## src/rtl/dmem_pkg.sv

```systemverilog
// Shared types and byte-lane helpers for the byte-addressable data memory.
package dmem_pkg;

  typedef enum logic [1:0] {
    SZ_BYTE  = 2'b00,
    SZ_HALF  = 2'b01,
    SZ_WORD  = 2'b10,
    SZ_DWORD = 2'b11
  } size_e;

  typedef enum logic {
    IDLE  = 1'b0,
    CLEAR = 1'b1
  } state_e;

  // Byte-lane enables for an access of the given size starting at offset.
  function automatic logic [7:0] byte_mask(size_e size, logic [2:0] offset);
    logic [7:0] m;
    case (size)
      SZ_BYTE: m = 8'h01;
      SZ_HALF: m = 8'h03;
      SZ_WORD: m = 8'h0F;
      default: m = 8'hFF;
    endcase
    return m << offset;
  endfunction

  // Offset bits that must be zero for a naturally aligned access.
  function automatic logic [2:0] align_mask(size_e size);
    logic [2:0] m;
    case (size)
      SZ_BYTE: m = 3'b000;
      SZ_HALF: m = 3'b001;
      SZ_WORD: m = 3'b011;
      default: m = 3'b111;
    endcase
    return m;
  endfunction

endpackage

```

## src/rtl/byte_data_memory_if.sv

```systemverilog
// Request/response bus of the data memory plus the clear-sweep control.
interface byte_data_memory_if #(
  parameter int DATA_W = 32,
  parameter int DEPTH  = 32
);
  localparam int ADDR_W = $clog2(DEPTH * DATA_W / 8);

  // Handshake: a request transfers on a rising edge where ReqValid && ReqReady;
  // ReqReady never depends on ReqValid. Each transfer yields exactly one
  // RspValid pulse on the following cycle, and responses cannot be stalled.
  logic              ReqValid;
  logic              ReqReady;
  logic              ReqWrite;
  logic [1:0]        ReqSize;
  logic              ReqUnsigned;
  logic [ADDR_W-1:0] ReqAddr;
  logic [DATA_W-1:0] ReqWData;
  logic              RspValid;
  logic [DATA_W-1:0] RspData;
  logic              RspFault;
  logic              Clear;
  logic              Busy;

  modport master (
    output ReqValid, ReqWrite, ReqSize, ReqUnsigned, ReqAddr, ReqWData, Clear,
    input  ReqReady, RspValid, RspData, RspFault, Busy
  );

  modport slave (
    input  ReqValid, ReqWrite, ReqSize, ReqUnsigned, ReqAddr, ReqWData, Clear,
    output ReqReady, RspValid, RspData, RspFault, Busy
  );
endinterface

```

## src/rtl/dmem_load_align.sv

```systemverilog
// Moves the addressed lanes of a storage word down to bit 0 and extends them.
module dmem_load_align
  import dmem_pkg::*;
#(
  parameter int DATA_W = 32
) (
  input  logic [DATA_W-1:0]            word,
  input  logic [$clog2(DATA_W/8)-1:0]  offset,
  input  size_e                        size,
  input  logic                         is_unsigned,
  output logic [DATA_W-1:0]            data
);

  logic [DATA_W-1:0] shifted;
  logic [DATA_W-1:0] mask;
  logic [DATA_W-1:0] top_bit;

  always_comb begin
    shifted = word >> {offset, 3'b000};
    case (size)
      SZ_BYTE: mask = {DATA_W{1'b1}} >> (DATA_W - 8);
      SZ_HALF: mask = {DATA_W{1'b1}} >> (DATA_W - 16);
      SZ_WORD: mask = {DATA_W{1'b1}} >> (DATA_W - 32);
      default: mask = {DATA_W{1'b1}};
    endcase
    // The sign bit is the most significant bit kept by the mask.
    top_bit = mask & ~(mask >> 1);
    data    = shifted & mask;
    if (!is_unsigned && |(shifted & top_bit)) begin
      data = data | ~mask;
    end
  end

endmodule

```

## src/rtl/byte_data_memory.sv

```systemverilog
// Byte-addressable data memory: lane-enabled stores, aligned/extended loads,
// misalignment faults, one-cycle registered response and a zeroing sweep.
module byte_data_memory
  import dmem_pkg::*;
#(
  parameter int DATA_W = 32,
  parameter int DEPTH  = 32
) (
  input  logic                Clock,
  input  logic                R,
  byte_data_memory_if.slave   bus,
  output state_e              dbg_state
);

  localparam int NBYTES = DATA_W / 8;
  localparam int OFF_W  = $clog2(NBYTES);
  localparam int ADDR_W = $clog2(DEPTH * NBYTES);
  localparam int IDX_W  = $clog2(DEPTH);

  state_e            state, state_next;
  logic [IDX_W-1:0]  clr_idx, clr_idx_next;
  logic [DATA_W-1:0] mem [DEPTH];

  size_e             req_size;
  logic [OFF_W-1:0]  req_off;
  logic [2:0]        off3;
  logic [IDX_W-1:0]  req_idx;
  logic              req_ready;
  logic              accept;
  logic              fault;
  logic              do_store;
  logic [NBYTES-1:0] be;
  logic [DATA_W-1:0] wdata_sh;
  logic [DATA_W-1:0] load_data;

  logic              rsp_valid;
  logic              rsp_fault;
  logic [DATA_W-1:0] rsp_data;
  logic              busy;

  assign req_size = size_e'(bus.ReqSize);
  assign req_off  = bus.ReqAddr[OFF_W-1:0];
  assign off3     = 3'(req_off);
  assign req_idx  = bus.ReqAddr[ADDR_W-1:OFF_W];

  // Dword accesses only exist when the storage word is 64 bits wide.
  assign fault    = (|(off3 & align_mask(req_size))) ||
                    ((req_size == SZ_DWORD) && (DATA_W != 64));
  assign be       = NBYTES'(byte_mask(req_size, off3));
  assign wdata_sh = bus.ReqWData << {req_off, 3'b000};

  assign req_ready = (state == IDLE) && !bus.Clear;
  assign accept    = bus.ReqValid && req_ready;
  assign do_store  = accept && bus.ReqWrite && !fault;

  always_comb begin
    state_next   = state;
    clr_idx_next = clr_idx;
    case (state)
      IDLE: begin
        if (bus.Clear) state_next = CLEAR;
      end
      CLEAR: begin
        if (clr_idx == IDX_W'(DEPTH - 1)) begin
          state_next   = IDLE;
          clr_idx_next = '0;
        end else begin
          clr_idx_next = clr_idx + 1'b1;
        end
      end
      default: state_next = IDLE;
    endcase
  end

  always_ff @(posedge Clock or negedge R) begin
    if (!R) begin
      state   <= IDLE;
      clr_idx <= '0;
    end else begin
      state   <= state_next;
      clr_idx <= clr_idx_next;
    end
  end

  // The sweep and stores never coincide: ReqReady is low throughout CLEAR.
  always_ff @(posedge Clock or negedge R) begin
    if (!R) begin
      for (int i = 0; i < DEPTH; i++) mem[i] <= '0;
    end else if (state == CLEAR) begin
      mem[clr_idx] <= '0;
    end else if (do_store) begin
      for (int b = 0; b < NBYTES; b++) begin
        if (be[b]) mem[req_idx][b*8 +: 8] <= wdata_sh[b*8 +: 8];
      end
    end
  end

  dmem_load_align #(.DATA_W(DATA_W)) u_align (
    .word        (mem[req_idx]),
    .offset      (req_off),
    .size        (req_size),
    .is_unsigned (bus.ReqUnsigned),
    .data        (load_data)
  );

  always_ff @(posedge Clock or negedge R) begin
    if (!R) begin
      rsp_valid <= 1'b0;
      rsp_fault <= 1'b0;
      rsp_data  <= '0;
      busy      <= 1'b0;
    end else begin
      rsp_valid <= accept;
      rsp_fault <= accept && fault;
      rsp_data  <= (accept && !bus.ReqWrite && !fault) ? load_data : '0;
      busy      <= (state_next == CLEAR);
    end
  end

  assign bus.ReqReady = req_ready;
  assign bus.RspValid = rsp_valid;
  assign bus.RspFault = rsp_fault;
  assign bus.RspData  = rsp_data;
  assign bus.Busy     = busy;
  assign dbg_state    = state;

endmodule

```

## src/flat_wrapper.sv

```systemverilog
// flat-port wrapper written by rule: the top's interface ports become plain ports
module byte_data_memory_flat import dmem_pkg::*;
#(
  parameter int DATA_W = 32,
  parameter int DEPTH  = 32
)
  (Clock, R, dbg_state, bus_ReqValid, bus_ReqWrite, bus_ReqSize, bus_ReqUnsigned, bus_ReqAddr, bus_ReqWData, bus_Clear, bus_ReqReady, bus_RspValid, bus_RspData, bus_RspFault, bus_Busy);
  byte_data_memory_if #(.DATA_W(DATA_W), .DEPTH(DEPTH)) bus_i ();
  input  logic Clock;
  input  logic R;
  output state_e dbg_state;
  input wire logic [$bits(bus_i.ReqValid)-1:0] bus_ReqValid;
  input wire logic [$bits(bus_i.ReqWrite)-1:0] bus_ReqWrite;
  input wire logic [$bits(bus_i.ReqSize)-1:0] bus_ReqSize;
  input wire logic [$bits(bus_i.ReqUnsigned)-1:0] bus_ReqUnsigned;
  input wire logic [$bits(bus_i.ReqAddr)-1:0] bus_ReqAddr;
  input wire logic [$bits(bus_i.ReqWData)-1:0] bus_ReqWData;
  input wire logic [$bits(bus_i.Clear)-1:0] bus_Clear;
  output wire logic [$bits(bus_i.ReqReady)-1:0] bus_ReqReady;
  output wire logic [$bits(bus_i.RspValid)-1:0] bus_RspValid;
  output wire logic [$bits(bus_i.RspData)-1:0] bus_RspData;
  output wire logic [$bits(bus_i.RspFault)-1:0] bus_RspFault;
  output wire logic [$bits(bus_i.Busy)-1:0] bus_Busy;
  assign bus_i.ReqValid = bus_ReqValid;
  assign bus_i.ReqWrite = bus_ReqWrite;
  assign bus_i.ReqSize = bus_ReqSize;
  assign bus_i.ReqUnsigned = bus_ReqUnsigned;
  assign bus_i.ReqAddr = bus_ReqAddr;
  assign bus_i.ReqWData = bus_ReqWData;
  assign bus_i.Clear = bus_Clear;
  assign bus_ReqReady = bus_i.ReqReady;
  assign bus_RspValid = bus_i.RspValid;
  assign bus_RspData = bus_i.RspData;
  assign bus_RspFault = bus_i.RspFault;
  assign bus_Busy = bus_i.Busy;
  byte_data_memory #(.DATA_W(DATA_W), .DEPTH(DEPTH)) u_core (.Clock(Clock), .R(R), .bus(bus_i), .dbg_state(dbg_state));
endmodule
```

## config.mk

```make
export PLATFORM = sky130hd
export DESIGN_NAME = byte_data_memory_flat
export DESIGN_NICKNAME = d
export VERILOG_FILES = /design/src/rtl/dmem_pkg.sv /design/src/rtl/byte_data_memory_if.sv /design/src/rtl/dmem_load_align.sv /design/src/rtl/byte_data_memory.sv /design/src/flat_wrapper.sv
export SDC_FILE = /design/constraint.sdc
export NUM_CORES = 2
export LEC_CHECK = 0
export CAP_MARGIN = 20
export CORE_MARGIN = 5
export CORE_UTILIZATION = 38
export CTS_BUF_LIST = sky130_fd_sc_hd__clkbuf_8
export CTS_CLUSTER_DIAMETER = 50
export DETAILED_ROUTE_END_ITERATION = 7
export GPL_ROUTABILITY_DRIVEN = 0
export PLACE_DENSITY = 0.57
export SYNTH_ARGS = -nofsm -noshare
export SYNTH_HDL_FRONTEND = slang
export SYNTH_SLANG_ARGS = --single-unit
```

## constraint.sdc

```tcl
create_clock -name Clock -period 2.15 [get_ports Clock]
set_clock_uncertainty 0.05 [all_clocks]
set_input_delay 0.43 -clock Clock [delete_from_list [all_inputs] [get_ports Clock]]
set_output_delay 0.43 -clock Clock [all_outputs]
set_load 0.05 [all_outputs]
```

=== After elaboration in Yosys (flattened, before gate mapping) ===
Index checks and enable logic that the tools add are counted.
Widths: inputs -> output; s select.

* Register bits after elaboration: 1064
* Logic and storage cells: 118

* Multiplexer cells: 38
* Shifts and indexed selects: 3
* Eq/ne operators: 4
* Add/subtract/negate cells: 1
* Bitwise operators: 12
* Reduce and logical (&&, ||, !) cells: 19
* Magnitude comparators: 4

{| class="wikitable"
|+ Operators with widths
! cell !! count
|-
| $mux 1024 || 12
|-
| $bwmux 1024 || 4
|-
| $and 1024x1024->1024 || 1
|-
| $not 1024->1024 || 1
|-
| $demux 32 s5 || 5
|-
| $mux 32 || 6
|-
| $bmux 32 s5 || 1
|-
| $and 32x32->32 || 3
|-
| $pmux 32 s2 || 1
|-
| $not 31->32 || 1
|-
| $not 32->32 || 1
|-
| $or 32x32->32 || 1
|-
| $reduce_or 32->1 || 1
|-
| $shl 32x5->32 || 1
|-
| $shr 32x5->32 || 1
|-
| $mux 24 || 1
|-
| $pmux 8 s3 || 1
|-
| $mux 16 || 1
|-
| $ge 6x6->1 const B || 2
|-
| $lt 6x1->1 const B || 2
|-
| $not 5->6 || 2
|-
| $logic_and 1x1->1 || 10
|-
| $pmux 3 s3 || 1
|-
| $mux 8 || 1
|-
| 15 further kinds || 20
|}

=== Depth between registers and ports, before layout ===
* Word-level depth: 21
* Mapped depth: 12
* Gate-level depth less buffers: 8

=== By module ===
From an unflattened synthesis, not the netlist that was laid out.

* Cell total of the unflattened synthesis: 4266
* Area, all modules: 49458.7 µm²

{| class="wikitable"
|+ Modules (own cells, without submodules)
! module !! cells an instance !! instances !! area each (µm²) !! sequential area each (µm²)
|-
| byte_data_memory || 4147 || 1 || 48626.6 || 26625.5
|-
| dmem_load_align || 119 || 1 || 832.0 || 0.0
|}

=== Worst setup path before layout ===
OpenSTA, ideal clock, no wires.

* Path kind: flip-flop to flip-flop
* Start point: register u_core.state (netlist: u_core.dbg_state)
* End point: register u_core.rsp_data[22] (netlist: u_core.bus.RspData[22])
* Stages on the path, launching flop included: 11
* Clock period less this slack: 3.079 ns
* Required time: 2.023 ns
* Buffers on the path: 2
* Library setup time: 0.077 ns
* Arrival time: 2.952 ns
* Setup slack: -0.929 ns
* Cells stage by stage: dfrtp_1 > nor2_1 > nand2_1 > inv_1 > nand2_1 > or2_1 > clkbuf_2 > or4_1 > o21a_4 > buf_6 > o21ai_2

* Cells in the longest elaborated chain, start to end: 6

{| class="wikitable"
|+ Ends and longest elaborated chain
! what !! RTL line !! RTL
|-
| start, declared || byte_data_memory.sv:20 || <nowiki>state_e state, state_next;</nowiki>
|-
| start signal, assigned || byte_data_memory.sv:80 || <nowiki>state <= state_next;</nowiki>
|-
| $not 1->1 || byte_data_memory.sv:52 || <nowiki>assign req_ready = (state == IDLE) && !bus.Clear;</nowiki>
|-
| $logic_and 1x1->1 || byte_data_memory.sv:52 ||
|-
| named net bus_ReqReady || flat_wrapper.sv:19 || <nowiki>output wire logic [$bits(bus_i.ReqReady)-1:0] bus_ReqReady;</nowiki>
|-
| $logic_and 1x1->1 || byte_data_memory.sv:53 || <nowiki>assign accept = bus.ReqValid && req_ready;</nowiki>
|-
| named net u_core.accept || byte_data_memory.sv:29 || <nowiki>logic accept;</nowiki>
|-
| $logic_and 1x1->1 (2 in a row) || byte_data_memory.sv:115 || <nowiki>rsp_data <= (accept && !bus.ReqWrite && !fault) ? load_data : '0;</nowiki>
|-
| $mux 32 || byte_data_memory.sv:115 ||
|-
| end signal, assigned || byte_data_memory.sv:115 ||
|-
| end, declared || byte_data_memory.sv:38 || <nowiki>logic [DATA_W-1:0] rsp_data;</nowiki>
|}

The timed path passes the listed nets, and every way through them passes these cells.
A chain may end at the register's enable or synchronous reset.

=== Worst setup path in the final report ===
* Start point: register u_core.mem[775] (netlist name)
* End point: register u_core.rsp_data[26] (netlist: u_core.bus.RspData[26])

* Cells in the longest elaborated chain, start to end: 9

{| class="wikitable"
|+ Ends and longest elaborated chain
! what !! RTL line !! RTL
|-
| start, declared || byte_data_memory.sv:22 || <nowiki>logic [DATA_W-1:0] mem [DEPTH];</nowiki>
|-
| start signal, assigned by index || byte_data_memory.sv:93 || <nowiki>if (be[b]) mem[req_idx][b*8 +: 8] <= wdata_sh[b*8 +: 8];</nowiki>
|-
| $bmux 32 s5 || byte_data_memory.sv:99 || <nowiki>.word (mem[req_idx]),</nowiki>
|-
| $mux 32 (implied by the code) (2 in a row) || byte_data_memory.sv:99 ||
|-
| $shr 32x5->32 || dmem_load_align.sv:19 || <nowiki>shifted = word >> {offset, 3'b000};</nowiki>
|-
| $and 32x32->32 || dmem_load_align.sv:29 || <nowiki>if (!is_unsigned && |(shifted & top_bit)) begin</nowiki>
|-
| $reduce_or 32->1 || dmem_load_align.sv:29 ||
|-
| $logic_and 1x1->1 || dmem_load_align.sv:29 ||
|-
| $mux 32 || dmem_load_align.sv:29 ||
|-
| $mux 32 || byte_data_memory.sv:115 ||
|}

Every way passes these cells. The select of a mux whose other input is x is not followed.

==> flow_metrics.env <==
export IMPL_dieWidth_um=366
export IMPL_grt_pass1_vias=40600
export IMPL_maxCapViolCount=0
export IMPL_synth_seq_cells=1064
export IMPL_root_buffer="clkbuf_8"
export IMPL_vias_per_cell=5.92
export IMPL_grt_overflow=0
export IMPL_cp_arrival_ns=3.11
export IMPL_cts_buffers=180
export IMPL_syn_inst=4357
export IMPL_die_area_um2=134000
export IMPL_peakVddDrop_mv=0.644
export IMPL_finalWorstSetupSlack_ns=-0.228
export IMPL_path_max_fanout=7
export IMPL_fin_crit_sh_pct=111
export IMPL_drc=0
export IMPL_hold_viol_final=0
export IMPL_cts_tree="yes"
export IMPL_grt_pass1_wl_um=279000
export IMPL_drive_gt1_share_pct=34.2
export IMPL_port_buffers=83
export IMPL_synth_async_reset_ratio_pct=100
export IMPL_wirelength_um=192000
export IMPL_dr_pass1_iters=5
export IMPL_clock_sinks=1064
export IMPL_grt_usage_pct=27.8
export IMPL_antenna_found_initial=9
export IMPL_dp_worst_setup_slack_ns=-1.25
export IMPL_clk_latency_ns=0.90
export IMPL_synth_cell_area_um2=48200
export IMPL_seq_area_frac_synth_pct=55.3
export IMPL_violations="setup timing"
export IMPL_final_nets=5181
export IMPL_drtAntennaViolNets=0
export IMPL_reg2reg_depth=10
export IMPL_max_slew_margin_rel_pct=53.2
export IMPL_hold_depth=4
export IMPL_post_drt_wl_per_cell_um=27.7
export IMPL_finalSetupViolCount=65
export IMPL_io_pins=84
export IMPL_dp_hpwl_um=137000
export IMPL_synth_main_ff_cell="dfrtp_1"
export IMPL_rows=130
export IMPL_fmax_mhz=421
export IMPL_ys_types=77
export IMPL_ctsLongestPathBuffers=3
export IMPL_maxSlewViolCount=0
export IMPL_hold_worst_slack_ns=0.114
export IMPL_hold_path_class="primary input to flip-flop"
export IMPL_core_area_um2=126000
export IMPL_startpoint_type="flip-flop"
export IMPL_leakage_nw=28.6
export IMPL_worst_pin_slew_ns=0.702
export IMPL_rsz0062_at_grt="yes"
export IMPL_grt_max_degree=91
export IMPL_endpoint_kind="flip-flop"
export IMPL_syn_to_final_growth_pct=33.4
export IMPL_avgSynthCellArea_um2=11.1
export IMPL_critPathRequiredTime_ns=2.88
export IMPL_ys_warn_count=0
export IMPL_syn_nets=4409
export IMPL_path_class="flip-flop to flip-flop"
export IMPL_path_clk_slew_ns=0.06
export IMPL_layout_commonest_cell="dfrtp_1"
export IMPL_final_cell_mix="1043 x dfrtp_1, 676 x o21ai_0, 645 x nand2_1"
export IMPL_drt_iter0_markers=4808
export IMPL_cts_max_level=4
export IMPL_die_y_um=366
export IMPL_start_util_pct=38.3
export IMPL_vias=41000
export IMPL_min_period_ns=2.38
export IMPL_status="finished with violations"
export IMPL_power_density_nw_per_um2=762
export IMPL_synth_edf_count=0
==> where the power goes <==
group | switching (mW) | internal (mW) | total (mW)
registers | 0.304 | 20.5 | 20.8
logic | 5.48 | 3.49 | 8.97
clock network | 8.71 | 10.5 | 19.2
==> final cells by class <==
class | instances | area (µm²)
flip-flops and latches | 1064 | 26700
repair buffers | 900 | 9820
inverters | 9 | 40.0
well taps | 1650 | 2060
diodes | 5 | 12.5
clock buffers | 231 | 3180
fillers | 11200 | 61500
clock inverters | 95 | 636
multi-input cells | 2974 | 21900
==> what timing repair did <==
| item | CTS | global route |
|---|---|---|
| endpoints found under the hold margin | 983 | 0 |
| setup endpoints to repair | 270 | 690 |
| gates resized for setup | 257 | 606 |
| pin swaps | 28 | 107 |
| hold buffers | 4 | 0 |
| setup buffers | 12 | 42 |
| gates cloned | 3 | 10 |
==> flip-flops by register name, summed over array words and instances (netlist names) <==
register and count:
u_core.bus.RspFault 1, u_core.dbg_state 1, u_core.mem 1024, u_core.bus.RspData 32, u_core.bus.RspValid 1, u_core.clr_idx 5
==> cell usage after synthesis (8+ instances only) <==
master	n	share of area [%]
nand3_1	350	3.6
nand4_1	9	0.12
nor3_1	15	0.16
o21ai_1	14	0.15
a221oi_1	10	0.18
mux4_1	21	1.1
o31ai_1	8	0.12
o22ai_1	23	0.30
a22o_1	177	3.2
nor2_1	70	0.55
nand2_1	842	6.6
clkbuf_1	185	1.4
o21ai_0	876	9.1
a21oi_1	29	0.30
buf_2	65	0.68
mux4_2	209	9.8
o21ai_2	10	0.18
a22oi_1	60	0.94
mux2i_1	102	2.1
o21a_1	10	0.16
mux2_2	19	0.44
dfrtp_1	1064	55
buf_4	18	0.28
and3_1	9	0.12
a211oi_1	10	0.16
buf_6	17	0.40
o211ai_1	8	0.12
==> path summary, 6_finish.rpt <==
kind | from | endpoint | slack, ns
max | u_core.mem[775]$_DFFE_PN0P_ | u_core.bus.RspData[26]$_DFF_PN0_ | -0.23
min | bus_ReqAddr[1] | u_core.bus.RspData[2]$_DFF_PN0_ | 0.11
max reg2reg | u_core.mem[775]$_DFFE_PN0P_ | u_core.bus.RspData[26]$_DFF_PN0_ | -0.23
min reg2reg | u_core.mem[574]$_DFFE_PN0P_ | u_core.mem[574]$_DFFE_PN0P_ | 0.42
max in group asynchronous | R | u_core.mem[748]$_DFFE_PN0P_ | 1.27
min in group asynchronous | R | u_core.mem[916]$_DFFE_PN0P_ | 0.20
==> worst max-delay path, cell delays in order, from the launching register on <==
cell      delay [ns]
dfrtp_1         0.38
mux4_2          0.50
a22o_1          0.22
a222oi_1        0.24
buf_4           0.21
a41oi_4         0.12
nand3_2         0.09
o21a_4          0.16
buf_12          0.12
buf_12          0.12
o21ai_2         0.05
==> through the flow <==
step                instances  util, %  cell area, µm²  TNS (ns)  total power, mW
detailed placement       6543     45.9           57700   -527.78             28.7
floorplan                4357        -           48500   -138.02             24.0
CTS                      6886     49.5           62200     -4.84             48.1
finish                   6928     51.1           64300     -4.93             48.9
global placement         6543     45.9           57700   -503.74             28.7
global route             6924     51.1           64200    -24.48             50.5
==> routing by layer <==
metal  vias to the layer above  track usage [%]  share of wire [%]  wire, µm
met5                         -                0             0.0063        12
met1                     20900             36.8                 40     76200
met4                         2             13.8                5.5     10500
met2                      2171             41.8                 45     85700
li1                      17500                -                  -         -
met3                       483             8.30                 10     19400
==> cell families (layout without fill, tap and decap cells) <==
family,Yosys count,after routing,share of synthesized area (%)
compound gates,1265,1265,15.5
xor+xnor,1,1,0.0182
fa+ha+maj,5,5,0.130
buf+inv,320,1235,3.57
flops,1064,1064,55.3
mux,351,351,13.5
other cells,0,5,0
simple gates,1351,1352,12.0
No activity file was read; power rests on OpenSTA's default activity.
